`src/rtl/ixu_decode_stage.sv`:
```
// Registered multi-lane RV32I integer ALU decoder for the IXU issue path.
// Each lane decodes independently; illegal lanes are flagged, zeroed and counted.
module ixu_decode_stage #(
  parameter int LANES = 2,
  parameter int XLEN  = 32,
  parameter int CNT_W = 16
) (
  input  logic                  clk,
  input  logic                  rst,
  input  logic                  flush,
  input  logic                  in_valid,
  output logic                  in_ready,
  input  logic [LANES*32-1:0]   in_bundle,
  output logic                  out_valid,
  input  logic                  out_ready,
  output logic [LANES*4-1:0]    out_op,
  output logic [LANES*5-1:0]    out_rs1,
  output logic [LANES*5-1:0]    out_rs2,
  output logic [LANES*5-1:0]    out_rd,
  output logic [LANES*XLEN-1:0] out_imm,
  output logic [LANES-1:0]      out_is_imm,
  output logic [LANES-1:0]      out_is_nop,
  output logic [LANES-1:0]      out_illegal,
  output logic [CNT_W-1:0]      illegal_cnt
);

  localparam int SUM_W = CNT_W + $clog2(LANES) + 1;
  localparam logic [SUM_W-1:0] CNT_MAX = SUM_W'({CNT_W{1'b1}});

  localparam logic [6:0] OPC_R = 7'b0110011;
  localparam logic [6:0] OPC_I = 7'b0010011;

  localparam logic [3:0] OP_ADD = 4'd0, OP_SUB = 4'd1, OP_XOR = 4'd2, OP_OR = 4'd3,
                         OP_AND = 4'd4, OP_SLL = 4'd5, OP_SRL = 4'd6, OP_SRA = 4'd7,
                         OP_SLT = 4'd8, OP_SLTU = 4'd9;

  typedef struct packed {
    logic [3:0]      op;
    logic [4:0]      rs1;
    logic [4:0]      rs2;
    logic [4:0]      rd;
    logic [XLEN-1:0] imm;
    logic            is_imm;
    logic            is_nop;
    logic            illegal;
  } lane_t;

  function automatic lane_t decode_lane(input logic [31:0] inst);
    lane_t      r;
    logic       ok;
    logic       is_r;
    logic [3:0] op;
    logic [6:0] f7;
    r    = '0;
    ok   = 1'b0;
    op   = OP_ADD;
    f7   = inst[31:25];
    is_r = (inst[6:0] == OPC_R);
    if (inst == 32'd0) begin
      r.is_nop = 1'b1;
    end else begin
      if (is_r || inst[6:0] == OPC_I) begin
        // For I-type, only the shift forms constrain the upper immediate bits.
        case (inst[14:12])
          3'd0: begin
            ok = !is_r || f7 == 7'h00 || f7 == 7'h20;
            op = (is_r && f7[5]) ? OP_SUB : OP_ADD;
          end
          3'd1: begin ok = (f7 == 7'h00); op = OP_SLL; end
          3'd2: begin ok = !is_r || f7 == 7'h00; op = OP_SLT; end
          3'd3: begin ok = !is_r || f7 == 7'h00; op = OP_SLTU; end
          3'd4: begin ok = !is_r || f7 == 7'h00; op = OP_XOR; end
          3'd5: begin
            ok = (f7 == 7'h00) || (f7 == 7'h20);
            op = f7[5] ? OP_SRA : OP_SRL;
          end
          3'd6: begin ok = !is_r || f7 == 7'h00; op = OP_OR; end
          default: begin ok = !is_r || f7 == 7'h00; op = OP_AND; end
        endcase
      end
      if (ok) begin
        r.op  = op;
        r.rs1 = inst[19:15];
        r.rd  = inst[11:7];
        if (is_r) begin
          r.rs2 = inst[24:20];
        end else begin
          r.is_imm = 1'b1;
          r.imm    = XLEN'($signed(inst[31:20]));
        end
      end else begin
        r.illegal = 1'b1;
        r.is_nop  = 1'b1;
      end
    end
    return r;
  endfunction

  logic [LANES*4-1:0]    d_op;
  logic [LANES*5-1:0]    d_rs1, d_rs2, d_rd;
  logic [LANES*XLEN-1:0] d_imm;
  logic [LANES-1:0]      d_is_imm, d_is_nop, d_illegal;
  logic [SUM_W-1:0]      cnt_sum;
  logic                  accept;

  always_comb begin
    lane_t l;
    d_op      = '0;
    d_rs1     = '0;
    d_rs2     = '0;
    d_rd      = '0;
    d_imm     = '0;
    d_is_imm  = '0;
    d_is_nop  = '0;
    d_illegal = '0;
    cnt_sum   = SUM_W'(illegal_cnt);
    for (int k = 0; k < LANES; k++) begin
      l = decode_lane(in_bundle[32*k +: 32]);
      d_op[4*k +: 4]        = l.op;
      d_rs1[5*k +: 5]       = l.rs1;
      d_rs2[5*k +: 5]       = l.rs2;
      d_rd[5*k +: 5]        = l.rd;
      d_imm[XLEN*k +: XLEN] = l.imm;
      d_is_imm[k]           = l.is_imm;
      d_is_nop[k]           = l.is_nop;
      d_illegal[k]          = l.illegal;
      cnt_sum               = cnt_sum + SUM_W'(l.illegal);
    end
  end

  // Handshake: a bundle moves on a cycle where valid && ready are both high.
  // in_ready depends combinationally on out_ready and is held low during flush.
  assign in_ready = !flush && (!out_valid || out_ready);
  assign accept   = in_valid && in_ready;

  always_ff @(posedge clk or posedge rst) begin
    if (rst) begin
      out_valid   <= 1'b0;
      out_op      <= '0;
      out_rs1     <= '0;
      out_rs2     <= '0;
      out_rd      <= '0;
      out_imm     <= '0;
      out_is_imm  <= '0;
      out_is_nop  <= '0;
      out_illegal <= '0;
      illegal_cnt <= '0;
    end else if (flush) begin
      out_valid <= 1'b0;
    end else if (accept) begin
      out_valid   <= 1'b1;
      out_op      <= d_op;
      out_rs1     <= d_rs1;
      out_rs2     <= d_rs2;
      out_rd      <= d_rd;
      out_imm     <= d_imm;
      out_is_imm  <= d_is_imm;
      out_is_nop  <= d_is_nop;
      out_illegal <= d_illegal;
      illegal_cnt <= (cnt_sum > CNT_MAX) ? CNT_W'(CNT_MAX) : CNT_W'(cnt_sum);
    end else if (out_ready) begin
      out_valid <= 1'b0;
    end
  end

endmodule

```
`config.mk`:
```
export PLATFORM = sky130hd
export DESIGN_NAME = ixu_decode_stage
export DESIGN_NICKNAME = d
export VERILOG_FILES = /design/src/rtl/ixu_decode_stage.sv
export SDC_FILE = /design/constraint.sdc
export NUM_CORES = 1
export LEC_CHECK = 0
export CAP_MARGIN = 20
export CORE_MARGIN = 3
export CORE_UTILIZATION = 43
export CTS_BUF_LIST = sky130_fd_sc_hd__clkbuf_4 sky130_fd_sc_hd__clkbuf_8
export DETAILED_ROUTE_END_ITERATION = 10
export GPL_ROUTABILITY_DRIVEN = 0
export PLACE_DENSITY_LB_ADDON = 0.12
export SLEW_MARGIN = 20
export SYNTH_ARGS = -nofsm -noshare
export SYNTH_HDL_FRONTEND = slang
export SYNTH_SLANG_ARGS = --single-unit
```
`constraint.sdc`:
```
create_clock -name clk -period 2.8 [get_ports clk]
set_input_delay 0.28 -clock clk [delete_from_list [all_inputs] [get_ports clk]]
set_output_delay 0.28 -clock clk [all_outputs]
set_load 0.01 [all_outputs]
```
======== Yosys cells after proc, flatten, opt, wreduce, memory -nomap -nowiden ========
Cells that the tools add are included.
storage, ports and cells
  register bits after elaboration ......... 125
  bits of input ports ..................... 69
  logic and storage cells ................. 89
cells by class
  add/sub/neg operators ................... 2
  $lt $le $gt $ge ......................... 1
  equal/unequal tests ..................... 18
  muxes and demuxes ....................... 32
  bitwise gates (word level) .............. 1
  reductions and logical operators ........ 25
operators by type and width
  kind                                                              count
  two-way mux 52 bit                                                4
  two-way mux 33 bit                                                2
  zero test 32 bit                                                  2
  one-hot mux 4 bit (7 select lines)                                2
  == test 7 x 6 -> 1 bit (second input constant)                    4
  adder 17 x 1 -> 18 bit                                            1
  == test 3 bit (second input constant)                             6
  greater-than comparator 18 x 16 -> 1 bit (second input constant)  1
  adder 16 x 1 -> 17 bit                                            1
  two-way mux 16 bit                                                1
  two-way mux 1 bit                                                 15
  == test 7 x 5 -> 1 bit (second input constant)                    2
  zero test 7 bit                                                   2
  == test 3 x 2 -> 1 bit (second input constant)                    4
  two-way mux 5 bit                                                 2
  logical OR 1 bit                                                  9
  two-way mux 4 bit                                                 2
  == test 3 x 1 -> 1 bit (second input constant)                    2
  zero test 3 bit                                                   2
  one-hot mux 1 bit (3 select lines)                                2
  logical AND 1 bit                                                 4
  zero test 1 bit                                                   4
  two-way mux 2 bit                                                 2
  nonzero test 3 bit                                                1
  other kinds (2)                                                   2

======== Longest topological paths before layout ========
  word-level depth ........................ 13
  depth in mapped cells ................... 13
  gate-level depth less buffers ........... 10

======== Least setup slack after synthesis ========
Ideal clock, no wire load.
  path kind ............................... input to register
  start point ............................. input port in_bundle[45]
  end point ............................... register illegal_cnt[8]
  library setup time ...................... 69 ps
  arrival ................................. 2785 ps
  required time ........................... 2731 ps
  slack ................................... -54 ps
  stages on the path ...................... 11
  buffers on the path ..................... 3
  cells stage by stage .................... clkbuf_1 -> o311a_1 -> a31oi_1 -> fa_1 -> ha_1 -> nand3_1 -> or4b_1 -> buf_2 -> or4_4 -> buf_6 -> nand3_1
on the way
  longest elaborated chain between the ends .. 9
  elaborated cells between the ends (all ways) .. 12
  classes of those cells .................. add/sub (1); order compare (1); eq/ne (2); mux (6); reduce/logical (2)
ends and longest elaborated chain
  element                                   line  text
  from (decl)                               13    input logic [LANES*32-1:0] in_bundle,
  == test 3 bit (tied with other cells)     64    case (inst[14:12])
  one-hot mux 1 bit (3 select lines)        64
  two-way mux 1 bit                         62    if (is_r || inst[6:0] == OPC_I) begin
  two-way mux 1 bit                         59    if (inst == 32'd0) begin
  two-way mux 2 bit                         81    if (ok) begin
  two-way mux 1 bit (*)                     59
  via d_illegal[1]                          102   logic [LANES-1:0] d_is_imm, d_is_nop, d_illegal;
  adder 17 x 1 -> 18 bit (*)                127   cnt_sum = cnt_sum + SUM_W'(l.illegal);
  greater-than comparator 18 x 16 -> 1 bit  160   illegal_cnt <= (cnt_sum > CNT_MAX) ? CNT_W'(CNT_MAX) : CNT_W'(cnt_sum);
  two-way mux 16 bit (*)                    160
  to (signal assigned)                      160
  to (decl)                                 24    output logic [CNT_W-1:0] illegal_cnt
The timed path passes the listed nets; every way through them passes the cells marked *. The select of a mux whose other input is x is not followed.
A chain may end at the register's enable or synchronous reset.

======== Final worst setup path ========
  start point ............................. input port in_bundle[4]
  end point ............................... register illegal_cnt[8]
on the way
  longest elaborated chain between the ends .. 13
  elaborated cells between the ends (all ways) .. 16
  classes of those cells .................. add/sub (2); order compare (1); eq/ne (2); mux (6); reduce/logical (5)
ends and longest elaborated chain
  element                                   line  text
  == test 7 x 6 -> 1 bit                    58    is_r = (inst[6:0] == OPC_R);
  zero test 1 bit                           --
  logical OR 1 bit                          --
  logical OR 1 bit                          66    ok = !is_r || f7 == 7'h00 || f7 == 7'h20;
  one-hot mux 1 bit (3 select lines)        64
  two-way mux 1 bit                         62
  two-way mux 1 bit                         59
  two-way mux 2 bit                         81
  two-way mux 1 bit (*)                     59
  via d_illegal[0]                          102
  adder 16 x 1 -> 17 bit (*)                127
  adder 17 x 1 -> 18 bit (*)                127
  greater-than comparator 18 x 16 -> 1 bit  160
  two-way mux 16 bit (*)                    160
Marks and branches as above.

==> metrics <==
crit path time final=roughly 2.8 ns; total die area=roughly 0.011 sq mm; highest net fanout along the worst path=4; total via count in the routed design=between 4000 and 5000; clock tree from TritonCTS=done; number of placement rows=35; Fin. Hold Viols=0; total count of max-transition violations in the final report=0; via density per instance=5.268; Num Clock Sinks=85; run status=completed; initial cell density of the core=0.4519; list of most frequent post-synthesis cells=sky130_fd_sc_hd__nand2_1, sky130_fd_sc_hd__dfrtp_1, sky130_fd_sc_hd__o21ai_0; deepest level of the CTS H-tree=3; clk buf depth=2; proportion of layout cells with a drive suffix above 1=0.1724; top-count cell post-synth=sky130_fd_sc_hd__nand2_1; share of synthesized area occupied by flip-flops and latches=0.4977; post-layout utilization of the core=0.7271; number of buffers inserted by port buffering=slightly below 200; Least-Margin Pin Slew=0.6042 ns; power density normalized to cell area=411.2 mW/mm^2; leakage power of the design=0.003131 uW; kind of start point of the critical path=primary input; number of register bits inferred by synthesis=between 80 and 90; global routing's busiest layer=met2; source-to-sink clock delay at the later pin of the worst-skew pair=between 0.3 and 0.4 ns; flip-flop cell with the highest count after synthesis=sky130_fd_sc_hd__dfrtp_1; Synth Area per Inst=between 9 and 10 sq um; worst endpoint required time=3.09 ns; highest clock frequency the design can meet=around 0.36 GHz; worst vdd ir=around 0.00038 V; final routed wire length divided by cell count=about 17 um; number of instances in the synthesized netlist=462; total global routing track utilization=0.2315; worst slew margin relative to its limit=0.5972; maximum number of pins on one net before global-route repair=between 80 and 90; sort of element at the end of the critical path=register; global-route congestion overflow total=0; width of the chip=~110 um; count of fill cells added during filler insertion=727; core area=between 0.009 and 0.01 sq mm; final-report setup violation count=0; Crit Path Category=primary input to register; Crit path arrival time=around 3.1 ns; post-route DRC violation count=0; final sum of negative setup slack=0 ns; count of flip-flops with a built-in enable after synthesis=0; routing usage on met3=0.07165; number of top-level pins=about 200; met2 track utilization from global routing=0.3916; HPWL Detailed=between 9 and 10 mm; buffer type at the clock tree root=sky130_fd_sc_hd__clkbuf_8; number of antenna diodes=0; Detailed Route WL=~13 mm; Routed Antenna Nets=0; Yosys top cell area share=0.4977; Syn Nets=approximately 530; via count of the first global-routing pass=approximately 4100; Tightest Hold Check Type=primary input to register; total number of yosys warnings=0; DIE HEIGHT=about 110 um; cell area after technology mapping=0.004274 sq mm; number of distinct library cells after synthesis=51; Area growth, synth to finish=60.92%; Post-layout nets=733; Layout Skew=roughly 0.010 ns; initial drt markers=approximately 180; initial antenna violation count=0; Post-synth ARST share=1.000; ranking of synthesized cells by area=sky130_fd_sc_hd__dfrtp_1, sky130_fd_sc_hd__nand2_1, sky130_fd_sc_hd__buf_4; CTS clock-pin slew for the worst setup and hold paths=roughly 0.090 ns; library cell occupying the most area in the post-synthesis netlist=sky130_fd_sc_hd__dfrtp_1; met1 capacity usage during global routing=0.2903; global-route wire length before repair=roughly 21 mm; max capacitance violation total=0; detailed-router iteration count before antenna repair=4; Period Utilization, post-route=0.9904; CTS Buf Count=9
## metrics by stage
step / hold slack, ns / setup WS [ns] / power, uW / cell area, sq um / std cells
after floorplan: 0.3464 / 0.008131 / 1519 / 4279 / 462
after global placement: 0.4601 / -0.6240 / 1810 / 6326 / 762
after detailed placement: 0.4657 / -0.7152 / 1822 / 6326 / 762
after CTS: 0.3473 / 0.0009361 / 2832 / 6736 / 794
after global routing: 0.2256 / -0.03607 / 2956 / 6878 / 796
final: 0.2232 / 0.02681 / 2828 / 6878 / 796
## cells by family after synthesis
| family | count (synthesis) | synth area share |
|---|---|---|
| flip-flops | 85 | 0.4977 |
| adder cells (fa/ha/maj) | 2 | 0.007611 |
| AND/OR/NAND/NOR | 188 | 0.2216 |
| buffers and inverters | 89 | 0.1168 |
| AO/OA/AOI/OAI | 94 | 0.1472 |
| multiplexers | 2 | 0.004976 |
| XOR/XNOR | 2 | 0.004099 |
## path summary, 6_finish.rpt
check | from | end | slack (ns) | cells past startpoint
max | in_bundle[4] | illegal_cnt[8]$_DFFE_PP0P_ | 0.03 | 12
min | in_bundle[31] | out_imm[31]$_DFFE_PP0P_ | 0.22 | 3
max reg2reg | illegal_cnt[0]$_DFFE_PP0P_ | illegal_cnt[8]$_DFFE_PP0P_ | 0.62 | 7
min reg2reg | out_imm[6]$_DFFE_PP0P_ | out_imm[6]$_DFFE_PP0P_ | 0.48 | 2
max in group asynchronous | rst | out_op[7]$_DFFE_PP0P_ | 2.10 | 3
min in group asynchronous | rst | out_rd[2]$_DFFE_PP0P_ | 0.34 | 3
## layer usage
| metal | up-vias | wire, um |
|---|---|---|
| met4 | 0 | 190 |
| met3 | 18 | 1209 |
| met2 | 185 | 6644 |
| li1 | 1973 | - |
| met5 | - | 0 |
| met1 | 2017 | 5342 |
## layout by cell type, fill, tap and decap left out, types with 4 or more instances in the layout
cell                              count
sky130_fd_sc_hd__a22o_1              10
sky130_fd_sc_hd__and3_1               6
sky130_fd_sc_hd__and4_1               4
sky130_fd_sc_hd__buf_4               56
sky130_fd_sc_hd__clkbuf_8            10
sky130_fd_sc_hd__clkdlybuf4s50_1    170
sky130_fd_sc_hd__dfrtp_1             85
sky130_fd_sc_hd__dlygate4sd2_1       10
sky130_fd_sc_hd__dlymetal6s2s_1      13
sky130_fd_sc_hd__inv_1               23
sky130_fd_sc_hd__nand2_1             87
sky130_fd_sc_hd__nand2b_1            10
sky130_fd_sc_hd__nand3_1             13
sky130_fd_sc_hd__nand3_2              8
sky130_fd_sc_hd__nand4_1              5
sky130_fd_sc_hd__nor2_1               9
sky130_fd_sc_hd__nor3_1               5
sky130_fd_sc_hd__nor4_1              10
sky130_fd_sc_hd__o21ai_0             40
sky130_fd_sc_hd__o31ai_1             23
sky130_fd_sc_hd__or3_1                4
sky130_fd_sc_hd__or4_4                4
## area by class of cell
type                            count  area, sq um  share of cell area
Timing Repair Buffer              253         2435              0.3540
Sequential cell                    85         2127              0.3093
Multi-Input combinational cell    289         1834              0.2667
Tap cell                          129        161.4             0.02347
Clock buffer                       13        160.2             0.02329
Inverter                           24        91.34             0.01328
Clock inverter                      3        68.82             0.01001
## critical path, cell delays in order
cell and delay [ns]:
sky130_fd_sc_hd__clkdlybuf4s50_1 0.42, sky130_fd_sc_hd__and3_4 0.19, sky130_fd_sc_hd__and2_1 0.18, sky130_fd_sc_hd__o2111a_1 0.16, sky130_fd_sc_hd__nor2_4 0.12, sky130_fd_sc_hd__fa_2 0.24, sky130_fd_sc_hd__ha_4 0.14, sky130_fd_sc_hd__nand3_2 0.09
sky130_fd_sc_hd__or4b_4 0.53, sky130_fd_sc_hd__buf_6 0.14, sky130_fd_sc_hd__or4_1 0.49, sky130_fd_sc_hd__nand3_2 0.08
## flip-flops by register name, summed over array words and instances, names as in the netlist
signal,flops
illegal_cnt,16
out_illegal,2
out_imm,24
out_is_imm,2
out_is_nop,2
out_op,8
out_rd,10
out_rs1,10
out_rs2,10
out_valid,1
## repair_timing
item                                    in CTS  in global routing
endpoints found under the setup margin      16                 17
pin swaps                                   11                 13
hold buffers                                 0                  0
gates resized for setup                     31                 32
setup buffers                               16                  1
gates cloned                                 0                  1
## power breakdown
group	switching (uW)	internal, uW
logic	230	267
registers	62.8	1270
clock network	439	560
Power figures use the tool's default switching activity.
